[src/rtl/serial_subtractor.sv]
// Bit-serial WIDTH-bit two's-complement subtractor: one bit per clock with a registered borrow.
// Optional macro SERIAL_SUB_ADD_EN adds an 'add' port that selects a + b instead of a - b.
module serial_subtractor #(
    parameter int WIDTH = 64
) (
    input  logic             clk,
    input  logic             rst_n,
    input  logic             start,
`ifdef SERIAL_SUB_ADD_EN
    input  logic             add,
`endif
    input  logic [WIDTH-1:0] a,
    input  logic [WIDTH-1:0] b,
    output logic             busy,
    output logic             done,
    output logic [WIDTH-1:0] diff,
    output logic             borrow,
    output logic             zero,
    output logic             overflow
);

    localparam int CW = $clog2(WIDTH + 1);

    typedef enum logic [1:0] {IDLE, RUN, DONE} state_t;

    state_t           state;
    state_t           state_next;
    logic [WIDTH-1:0] a_sh;
    logic [WIDTH-1:0] b_sh;
    logic [WIDTH-1:0] res;
    logic [WIDTH-1:0] res_next;
    logic [CW-1:0]    cnt;
    logic             br;
    logic             br_next;
    logic             a_msb;
    logic             b_msb;
    logic             ai;
    logic             bi;
    logic             d;
    logic             ovf_next;
    logic             last;
`ifdef SERIAL_SUB_ADD_EN
    logic             add_r;
`endif

    always_ff @(posedge clk or negedge rst_n) begin
        if (!rst_n) begin
            state <= IDLE;
        end else begin
            state <= state_next;
        end
    end

    always_comb begin
        state_next = state;
        case (state)
            IDLE:    if (start) state_next = RUN;
            RUN:     if (last) state_next = DONE;
            DONE:    state_next = IDLE;
            default: state_next = IDLE;
        endcase
    end

    always_comb begin
        busy = 1'b0;
        done = 1'b0;
        case (state)
            RUN:     busy = 1'b1;
            DONE:    done = 1'b1;
            default: ;
        endcase
    end

    // Full-subtractor (or full-adder) cell on the current LSBs; the last bit processed is the result MSB.
    always_comb begin
        ai       = a_sh[0];
        bi       = b_sh[0];
        d        = ai ^ bi ^ br;
        br_next  = (~ai & bi) | (~(ai ^ bi) & br);
        ovf_next = (a_msb != b_msb) && (d != a_msb);
`ifdef SERIAL_SUB_ADD_EN
        if (add_r) begin
            br_next  = (ai & bi) | ((ai ^ bi) & br);
            ovf_next = (a_msb == b_msb) && (d != a_msb);
        end
`endif
        res_next = {d, res[WIDTH-1:1]};
        last     = (cnt == CW'(WIDTH - 1));
    end

    always_ff @(posedge clk or negedge rst_n) begin
        if (!rst_n) begin
            a_sh     <= '0;
            b_sh     <= '0;
            res      <= '0;
            cnt      <= '0;
            br       <= 1'b0;
            a_msb    <= 1'b0;
            b_msb    <= 1'b0;
`ifdef SERIAL_SUB_ADD_EN
            add_r    <= 1'b0;
`endif
            diff     <= '0;
            borrow   <= 1'b0;
            zero     <= 1'b0;
            overflow <= 1'b0;
        end else if (state == IDLE && start) begin
            a_sh  <= a;
            b_sh  <= b;
            cnt   <= '0;
            br    <= 1'b0;
            a_msb <= a[WIDTH-1];
            b_msb <= b[WIDTH-1];
`ifdef SERIAL_SUB_ADD_EN
            add_r <= add;
`endif
        end else if (state == RUN) begin
            a_sh <= a_sh >> 1;
            b_sh <= b_sh >> 1;
            res  <= res_next;
            br   <= br_next;
            cnt  <= cnt + CW'(1);
            if (last) begin
                diff     <= res_next;
                borrow   <= br_next;
                zero     <= (res_next == '0);
                overflow <= ovf_next;
            end
        end
    end

endmodule

[config.mk]
export PLATFORM = sky130hd
export DESIGN_NAME = serial_subtractor
export DESIGN_NICKNAME = d
export VERILOG_FILES = /design/src/rtl/serial_subtractor.sv
export SDC_FILE = /design/constraint.sdc
export NUM_CORES = 1
export LEC_CHECK = 0
export BUFFER_PORTS_ARGS = -buffer_cell sky130_fd_sc_hd__buf_2
export CELL_PAD_IN_SITES_DETAIL_PLACEMENT = 1
export CELL_PAD_IN_SITES_GLOBAL_PLACEMENT = 1
export CORE_MARGIN = 5
export CORE_UTILIZATION = 43
export DETAILED_ROUTE_END_ITERATION = 12
export PLACE_DENSITY = 0.89
export SYNTH_ARGS = -nofsm -noshare
export SYNTH_HDL_FRONTEND = slang
export SYNTH_SLANG_ARGS = --single-unit
export TNS_END_PERCENT = 5
[constraint.sdc]
create_clock -name clk -period 2.4 [get_ports clk]
set_input_delay 0.48 -clock clk [delete_from_list [all_inputs] [get_ports clk]]
set_output_delay 0.48 -clock clk [all_outputs]
set_load 0.02 [all_outputs]
# ---- Yosys cells after proc, flatten, opt, wreduce, memory -nomap -nowiden
# Cells that the tools add are included.
dict set report word_totals {
  input_bits 131
  ff_bits 271
  latch_bits 0
  memories 0
  ram_bits 0
  mem_bits_ro 0
}
dict set report op_classes {
  magnitude_cmp 0
  n_eq_ne 7
  shift 0
  div 0
  n_reduce_logical 8
  n_mul 0
  bitwise 8
  add_sub_neg 1
  mux 13
}
# op count
set op_table {}
lappend op_table {{$mux W64} 4}
lappend op_table {{$logic_not A64 Y1} 1}
lappend op_table {{$mux W7} 2}
lappend op_table {{$add A7 B1 Y7 const B} 1}
lappend op_table {{$eq A7 B6 Y1 const B} 1}
lappend op_table {{$mux W1} 4}
lappend op_table {{$mux W2} 2}
lappend op_table {{$ne A2 B2 Y1 const B} 2}
lappend op_table {{$pmux W2 S2} 1}
lappend op_table {{$reduce_and A2 Y1} 2}
lappend op_table {{$not A1 Y1} 3}
lappend op_table {{$reduce_and A3 Y1} 1}
lappend op_table {{$and A1 B1 Y1} 2}
lappend op_table {{$eq A2 B1 Y1 const B} 1}
lappend op_table {{$eq A2 B2 Y1 const B} 1}
lappend op_table {{$logic_and A1 B1 Y1} 2}
lappend op_table {{$logic_not A2 Y1} 1}
lappend op_table {{$ne A1 B1 Y1} 2}
lappend op_table {{$reduce_bool A2 Y1} 1}
lappend op_table {{$xor A1 B1 Y1} 2}
lappend op_table {{$or A1 B1 Y1} 1}

# ---- Depth between registers and ports, before layout
# Gate-level depths: netlist (run 1).
dict set report depth {
  word_depth 6
  ltp_mapped 8
}

# ---- Least setup slack after synthesis (run 1)
# No wires, ideal clock.
dict set report synth_timing {
  kind {register to output}
  from {reg state[1]}
  to {out busy}
  path_slack_ps 508
  path_stages_with_launch 6
  arrival_ps 1412
  cell_sequence {dfrtp_1 -> nand2b_1 -> clkbuf_1 -> inv_1 -> clkbuf_1 -> clkbuf_1}
}
dict set report synth_between {
  elab_chain_cells 2
}
# item line_no
set synth_rtl {}
lappend synth_rtl {{start, declared} 26} ;# state_t state;
lappend synth_rtl {{start signal, assigned} 50} ;# state <= state_next;
lappend synth_rtl {{$eq A2 B1 Y1} 67} ;# case (state)
lappend synth_rtl {{$mux W1} 67}
lappend synth_rtl {{end, declared} 14} ;# output logic busy,
# No other way between the ends.

# ---- Worst setup path in the final report (run 1)
# Ends and elaborated chain as after synthesis.

==> results of run 1 <==
-- path summary, 6_finish.rpt --
kind	depth (start not counted)	slack [ns]	endpoint
worst min register to register	2	0.48	br
worst max register to register	5	0.24	b_sh[13]
worst max-delay path	4	0.10	busy
max in group asynchronous	3	1.27	res[45]
min in group asynchronous	2	0.39	b_sh[11]
worst min-delay path	2	0.22	a_msb
-- kinds of logic after synthesis --
family          share of synthesized area (%)
buf+inv                                  3.23
flops                                    60.9
simple gates                             13.3
fa+ha+maj                               0.293
mux                                      6.79
compound gates                           15.4
-- power by group through the flow --
| stage | clock network, mW | registers [mW] | logic (mW) |
|---|---|---|---|
| final | 4.17 | 5.00 | 0.463 |
| after global routing | 4.47 | 5.03 | 0.537 |
| after CTS | 4.27 | 5.00 | 0.475 |
| after detailed placement | 0 | 5.08 | 0.467 |
| after global placement | 0 | 5.07 | 0.431 |
| after floorplan | 0 | 4.99 | 0.187 |
-- worst max-delay path: stages, from the launching register on --
cell and delay [ns]:
dfrtp_4 0.48, nand2b_2 0.24, buf_4 0.24, inv_6 0.12, buf_2 0.17
-- Yosys cell counts --
master	count
mux2_1	6
mux2i_1	1
nor2b_1	9
buf_6	1
ha_1	1
a31oi_1	1
nor2_1	1
dfrtp_1	270
mux2_2	60
a2bb2oi_1	1
nand3_1	3
buf_2	19
o211ai_1	2
clkbuf_1	50
nand2_1	316
nor4b_4	1
nand2b_1	2
a22oi_1	125
o21ai_0	135
nor3b_1	1
buf_1	10
inv_1	5
a21oi_1	7
o31ai_1	2
a22o_1	1
o21bai_1	1
fa_1	1
and3b_1	1
nand4_1	7
nor4_1	17
nand3b_1	1
buf_4	1
or3b_2	1
-- per-stage QoR --
stage / hold slack, ns / total power, mW
6_report: 0.215 / 9.63
3_3_place_gp: 0.352 / 5.50
2_1_floorplan: 0.184 / 5.18
5_1_grt: 0.208 / 10.0
3_5_place_dp: 0.350 / 5.54
4_1_cts: 0.201 / 9.74
-- final cells by class --
class	instances	area [um2]
Antenna cell	9	22.5
Clock buffer	46	840
Clock inverter	6	40.0
Fill cell	2824	12000
Inverter	5	23.8
Multi-Input combinational cell	704	4000
Sequential cell	270	6760
Tap cell	330	413
Timing Repair Buffer	218	1220
-- timing repair --
item                                    CTS  global route
cloned                                    0             0
hold endpoints to repair                 23             0
endpoints found under the setup margin    1             2
gates resized for setup                   1             2
hold buffers                              1             0
-- flip-flops by register name, indices dropped and copies added, names as in the netlist --
signal,flops
zero,1
borrow,1
diff,64
overflow,1
state,2
cnt,7
b_msb,1
res,63
a_msb,1
br,1
a_sh,64
b_sh,64
-- metal layers --
layer  up-vias  part of all wire [%]  wire (um)
li1       4022                     -          -
met1      4557                    42      13000
met2       223                    50      15700
met3        60                   5.0       1540
met4         4                   2.6        803
met5         -                 0.087         27
==> metrics.txt, run 1 <==
# TYPE chip_impl_metric gauge
chip_impl_info{name="status",value="complete, no violations"} 1
chip_impl_metric{name="synth.avg_cell_area",unit="um2"} 10.5
chip_impl_metric{name="grt_overflow",unit=""} 0
chip_impl_metric{name="power.clock.fraction",unit="%"} 43.3
chip_impl_metric{name="p_int",unit="mW"} 7.34
chip_impl_metric{name="post-synth-top-area-fraction",unit="%"} 60.9
chip_impl_metric{name="layout-area-overhead-vs-synth",unit="%"} 20.1
chip_impl_metric{name="postLayoutSetupSlackWorst",unit="ns"} 0.105
chip_impl_metric{name="port_buffers",unit=""} 199
chip_impl_metric{name="globalRouteMet3Util",unit="%"} 3.51
chip_impl_metric{name="period_minus_slack",unit="ns"} 2.30
chip_impl_metric{name="cp_data_arrival_time",unit="ns"} 1.82
chip_impl_metric{name="clk_pin_slew_worst_paths",unit="ns"} 0.06
chip_impl_metric{name="first_global_vias",unit=""} 9673
chip_impl_metric{name="worst_pin_slew",unit="ns"} 0.776
chip_impl_metric{name="pwr-share-seq",unit="%"} 51.9
chip_impl_metric{name="grt_pass1_wl",unit="um"} 49900
chip_impl_info{name="worstSetupPathType",value="reg2out"} 1
chip_impl_metric{name="die_y",unit="um"} 171
chip_impl_metric{name="synth_sequential_area_ratio",unit="%"} 60.9
chip_impl_metric{name="numClockSinks",unit=""} 270
chip_impl_metric{name="ioPinCount",unit=""} 200
chip_impl_metric{name="ctsLongestPathBuffers",unit=""} 3
chip_impl_metric{name="synth.lib_cells_used.distinct",unit=""} 33
chip_impl_metric{name="number_of_standard_cells_in_the_layout_taps_in_and_fillers_out",unit=""} 1588
chip_impl_info{name="post_synth_main_area_contributors",value="dfrtp_1 (61%), nand2_1 (11%), a22oi_1 (8.5%), mux2_2 (6.1%), o21ai_0 (6.1%)"} 1
chip_impl_info{name="globalRoute.busiestLayer",value="met2"} 1
chip_impl_metric{name="timing.max_cap.violations",unit=""} 0
chip_impl_metric{name="groute.usage.overall",unit="%"} 20.8
chip_impl_metric{name="timing.fmax",unit="GHz"} 0.436
chip_impl_metric{name="finish.net_count",unit=""} 1361
chip_impl_metric{name="vias",unit=""} 8866
chip_impl_metric{name="placed_cells_incl_taps",unit=""} 1526
chip_impl_metric{name="start_util",unit="%"} 43.8
chip_impl_metric{name="final.period_utilization",unit="%"} 95.6
chip_impl_info{name="cts-root-buf",value="clkbuf_16"} 1
chip_impl_metric{name="cts.repair_timing.setup_buffer_count",unit=""} 0
chip_impl_metric{name="cp_data_required_time",unit="ns"} 1.92
chip_impl_metric{name="dp.final_hpwl",unit="um"} 20100
chip_impl_metric{name="average_wire_length_per_cell_after_detail_routing",unit="um"} 19.5
chip_impl_metric{name="report.final.slew_viol_count",unit=""} 0
chip_impl_info{name="most_used_cells_in_the_layout_excluding_fill_and_tap_cells",value="nand2_1 (316), dfrtp_1 (268), buf_2 (198)"} 1
chip_impl_info{name="crit_path_start",value="state[1]"} 1
chip_impl_metric{name="post-route-drc-count",unit=""} 0
chip_impl_info{name="cts_tree",value="yes"} 1
chip_impl_metric{name="initial_antenna_violation_count",unit=""} 10
chip_impl_info{name="unrepaired_setup_endpoints_after_global_routing",value="no"} 1
chip_impl_metric{name="synth_warnings",unit=""} 0
chip_impl_metric{name="drtPass1Iterations",unit=""} 5
chip_impl_metric{name="synth_seq_cells",unit=""} 270
chip_impl_metric{name="row_count",unit=""} 58
chip_impl_info{name="rr_startpoint",value="state[1]"} 1
chip_impl_metric{name="gpl.final_weighted_congestion",unit=""} 0.800
chip_impl_metric{name="post_synth_inst_count",unit=""} 1060
chip_impl_info{name="worstHoldPathType",value="in2reg"} 1
chip_impl_info{name="synth_top_cell_by_area",value="dfrtp_1"} 1
chip_impl_metric{name="clock_buffers_created_by_tritoncts",unit=""} 29
chip_impl_metric{name="switchingPower",unit="mW"} 2.29
chip_impl_metric{name="detailed_place.area",unit="um2"} 12400
chip_impl_metric{name="design.core.area",unit="um2"} 25300
chip_impl_metric{name="place_worst_setup_slack",unit="ns"} 0.282
chip_impl_metric{name="swShare",unit="%"} 23.8
chip_impl_info{name="commonest_non_fill_non_tap_cell_in_the_layout",value="nand2_1"} 1
chip_impl_metric{name="grt_util_met1",unit="%"} 26.9
chip_impl_metric{name="detail_route.vias_per_cell",unit=""} 5.58
chip_impl_metric{name="drt_iter0_drc",unit=""} 827
chip_impl_metric{name="pwr-share-comb",unit="%"} 4.8
chip_impl_metric{name="final_hold_viol_count",unit=""} 0
chip_impl_metric{name="post_synthesis_cell_area",unit="um2"} 11100
chip_impl_metric{name="route.antenna.remaining_nets",unit=""} 0
chip_impl_info{name="start_kind",value="flip-flop"} 1
chip_impl_metric{name="net_count_of_the_mapped_netlist",unit=""} 1193
chip_impl_info{name="hp-start",value="a[63]"} 1
chip_impl_metric{name="critical_path.max_fanout",unit=""} 20
chip_impl_metric{name="drive_gt1_share",unit="%"} 26.0
chip_impl_metric{name="slew_headroom",unit="%"} 48.3
chip_impl_metric{name="maximum_number_of_pins_on_one_net_before_global_route_repair",unit=""} 120
chip_impl_metric{name="irDropWorstVdd",unit="mV"} 0.656
chip_impl_metric{name="setup_total_negative_slack",unit="ns"} 0
chip_impl_metric{name="route.final.wire_length",unit="um"} 31000
chip_impl_metric{name="die_w",unit="um"} 171
chip_impl_metric{name="leakage",unit="nW"} 6.42
chip_impl_metric{name="grt.met2_usage",unit="%"} 35.8
chip_impl_metric{name="postLayoutCoreUtil",unit="%"} 52.6
chip_impl_metric{name="clk_latency",unit="ns"} 0.55
chip_impl_metric{name="floorplan.die_area",unit="um2"} 29100
chip_impl_metric{name="final_design_area_no_fill",unit="um2"} 13300
chip_impl_metric{name="cts-htree-levels",unit=""} 1
chip_impl_metric{name="setup_viol_count_final",unit=""} 0
chip_impl_metric{name="fin_skew",unit="ns"} 0.0130
chip_impl_info{name="endpoint_kind",value="output pin"} 1
chip_impl_metric{name="power_density",unit="nW/um2"} 723
Power figures use the tool's default switching activity.
==> inputs of run 2 (changes only) <==
--- a/config.mk
+++ b/config.mk
@@ -9,9 +9,9 @@
 export CELL_PAD_IN_SITES_DETAIL_PLACEMENT = 1
 export CELL_PAD_IN_SITES_GLOBAL_PLACEMENT = 1
 export CORE_MARGIN = 5
-export CORE_UTILIZATION = 43
+export CORE_UTILIZATION = 47
 export DETAILED_ROUTE_END_ITERATION = 12
-export PLACE_DENSITY = 0.89
+export PLACE_DENSITY = 0.95
 export SYNTH_ARGS = -nofsm -noshare
 export SYNTH_HDL_FRONTEND = slang
 export SYNTH_SLANG_ARGS = --single-unit
==> constraint.sdc (replaced) <==
create_clock -name clk -period 2.9 [get_ports clk]
set_input_delay 0.58 -clock clk [delete_from_list [all_inputs] [get_ports clk]]
set_output_delay 0.58 -clock clk [all_outputs]
set_load 0.02 [all_outputs]
==> metrics.txt, run 2 (synthesized netlist as in run 1, its figures left out) <==
# TYPE chip_impl_metric gauge
chip_impl_info{name="cts_tree",value="yes"} 1
chip_impl_metric{name="cts.repair_timing.setup_buffer_count",unit=""} 0
chip_impl_metric{name="multiInputGateArea",unit="um2"} 4000
chip_impl_metric{name="ctsLongestPathBuffers",unit=""} 3
chip_impl_info{name="endpoint_kind",value="flip-flop"} 1
chip_impl_metric{name="slew_headroom",unit="%"} 28.0
chip_impl_metric{name="ioPinCount",unit=""} 200
chip_impl_metric{name="number_of_standard_cells_in_the_layout_taps_in_and_fillers_out",unit=""} 1568
chip_impl_info{name="path_common_cell",value="nor4_1"} 1
chip_impl_metric{name="fin_skew",unit="ns"} 0.00961
chip_impl_info{name="worstSetupPathType",value="reg2reg"} 1
chip_impl_metric{name="cp_data_required_time",unit="ns"} 3.37
chip_impl_metric{name="final.period_utilization",unit="%"} 85.4
chip_impl_metric{name="grt_overflow",unit=""} 0
chip_impl_info{name="cp_cell_sequence",value="fa_1 -> nor4_1 -> nand4_1 -> nor4_1 -> mux2_2"} 1
chip_impl_metric{name="grt_pass1_wl",unit="um"} 53200
chip_impl_metric{name="clk_pin_slew_worst_paths",unit="ns"} 0.06
chip_impl_metric{name="numClockSinks",unit=""} 270
chip_impl_info{name="crit_slowest_cell",value="fa_1"} 1
chip_impl_metric{name="switchingPower",unit="mW"} 1.91
chip_impl_metric{name="irDropWorstVdd",unit="mV"} 0.500
chip_impl_metric{name="final_hold_viol_count",unit=""} 0
chip_impl_metric{name="swShare",unit="%"} 23.5
chip_impl_metric{name="setup_total_negative_slack",unit="ns"} 0
chip_impl_metric{name="cp_data_arrival_time",unit="ns"} 2.95
chip_impl_metric{name="port_buffers",unit=""} 199
chip_impl_metric{name="timing.critical_path.buf_inv",unit=""} 0
chip_impl_metric{name="cts-htree-levels",unit=""} 1
chip_impl_metric{name="post-route-drc-count",unit=""} 0
chip_impl_metric{name="pwr-share-comb",unit="%"} 5.0
chip_impl_metric{name="maximum_number_of_pins_on_one_net_before_global_route_repair",unit=""} 76
chip_impl_metric{name="drt_iter0_drc",unit=""} 884
chip_impl_info{name="unrepaired_setup_endpoints_after_global_routing",value="no"} 1
chip_impl_info{name="cts-root-buf",value="clkbuf_16"} 1
chip_impl_metric{name="timing.max_cap.violations",unit=""} 0
chip_impl_info{name="worstHoldPathType",value="in2async"} 1
chip_impl_info{name="start_kind",value="flip-flop"} 1
chip_impl_metric{name="detail_route.vias_per_cell",unit=""} 5.74
chip_impl_metric{name="report.final.slew_viol_count",unit=""} 0
chip_impl_metric{name="ctsHoldBuffers",unit=""} 0
chip_impl_metric{name="clock_buffers_created_by_tritoncts",unit=""} 28
chip_impl_metric{name="setup_viol_count_final",unit=""} 0
chip_impl_metric{name="critical_path.max_fanout",unit=""} 5
chip_impl_info{name="status",value="complete, no violations"} 1
chip_impl_metric{name="pwr-share-seq",unit="%"} 51.1
chip_impl_metric{name="die_y",unit="um"} 164
chip_impl_metric{name="vias",unit=""} 9001
chip_impl_metric{name="p_int",unit="mW"} 6.21
chip_impl_metric{name="worst_pin_slew",unit="ns"} 1.08
chip_impl_metric{name="timing.fmax",unit="GHz"} 0.404
chip_impl_metric{name="drive_gt1_share",unit="%"} 26.3
chip_impl_info{name="commonest_non_fill_non_tap_cell_in_the_layout",value="nand2_1"} 1
chip_impl_metric{name="first_global_vias",unit=""} 9881
chip_impl_metric{name="finish.net_count",unit=""} 1359
chip_impl_metric{name="period_minus_slack",unit="ns"} 2.48
chip_impl_metric{name="leakage",unit="nW"} 6.44
chip_impl_metric{name="longest_individual_stage_delay_on_the_worst_path",unit="ns"} 0.61
chip_impl_metric{name="drtPass1Iterations",unit=""} 5
chip_impl_info{name="largest_registers",value="a_sh: 64 flops, b_sh: 64 flops, diff: 64 flops"} 1
chip_impl_metric{name="dp.final_hpwl",unit="um"} 21400
chip_impl_metric{name="final.fill_count",unit=""} 2589
chip_impl_metric{name="cts_resized",unit=""} 0
chip_impl_metric{name="row_count",unit=""} 56
chip_impl_metric{name="gpl.final_weighted_congestion",unit=""} 0.766
chip_impl_metric{name="average_wire_length_per_cell_after_detail_routing",unit="um"} 21.1
chip_impl_metric{name="route.final.wire_length",unit="um"} 33100
chip_impl_metric{name="placed_cells_incl_taps",unit=""} 1515
chip_impl_metric{name="power.clock.fraction",unit="%"} 43.9
chip_impl_info{name="cp_top_family",value="simple AND/OR/NAND/NOR gates"} 1
chip_impl_metric{name="groute.usage.overall",unit="%"} 24.6
chip_impl_metric{name="clk_latency",unit="ns"} 0.53
chip_impl_info{name="most_used_cells_in_the_layout_excluding_fill_and_tap_cells",value="nand2_1 (316), dfrtp_1 (268), buf_2 (198)"} 1
chip_impl_metric{name="layout-area-overhead-vs-synth",unit="%"} 19.8
chip_impl_metric{name="power_density",unit="nW/um2"} 611
chip_impl_metric{name="route.antenna.remaining_nets",unit=""} 0
chip_impl_metric{name="initial_antenna_violation_count",unit=""} 7
chip_impl_metric{name="floorplan.die_area",unit="um2"} 26800
chip_impl_metric{name="design.core.area",unit="um2"} 23300
chip_impl_metric{name="die_w",unit="um"} 164
chip_impl_metric{name="start_util",unit="%"} 47.5
chip_impl_metric{name="register_area",unit="um2"} 6760
## run 2: worst paths after layout
path / startpoint / to / slack, ns / cells after the start
min: rst_n / b_sh[11] / 0.02 / 1
min reg2reg: b_sh[42] / b_sh[42] / 0.48 / 2
max in group asynchronous: rst_n / state[1] / 2.02 / 2
min in group clk: a[63] / a_msb / 0.31 / 2
max: a_sh[0] / zero / 0.42 / 5
max reg2reg: a_sh[0] / zero / 0.42 / 5
## run 2: layer usage
metal | global-route usage, % | wire length [um] | share of wire (%)
met5 | 0 | 41 | 0.12
met4 | 8.46 | 1070 | 3.2
met3 | 5.35 | 2130 | 6.4
met2 | 42.1 | 16800 | 51
met1 | 31.1 | 13100 | 39
## run 2: final cells by class
| class | instances | area share (%) |
|---|---|---|
| multi-input combinational | 704 | 30.1 |
| timing repair buffer | 217 | 8.96 |
| inverter | 5 | 0.141 |
| tap | 319 | 3.00 |
| antenna | 5 | 0.0941 |
| clock inverter | 8 | 0.678 |
| sequential | 270 | 50.9 |
| clock buffer | 40 | 6.15 |
## run 2: worst register-to-register path: cells and delay by family, from the launching register on
kind	cells	cell delay, ns
fa+ha+maj	1	0.61
flops	1	0.42
simple gates	3	1.14
mux	1	0.25
## run 2: power groups by stage
stage	clock network (mW)	registers [mW]	logic, mW
detailed placement	0	4.21	0.399
global placement	0	4.18	0.354
global route	3.82	4.17	0.462
floorplan	0	4.13	0.155
finish	3.56	4.15	0.406
CTS	3.63	4.15	0.417
## run 2: per-stage QoR
stage               util, %  power, mW  hold slack (ns)  area (um2)  setup slack (ns)
floorplan                 -       4.28            0.284       11100             0.908
global placement       53.0       4.54            0.461       12400             0.629
detailed placement     53.0       4.61            0.471       12400             0.552
CTS                    56.9       8.20           0.0378       13300             0.434
global route           56.9       8.46           0.0580       13300             0.189
finish                 57.0       8.12           0.0233       13300             0.422
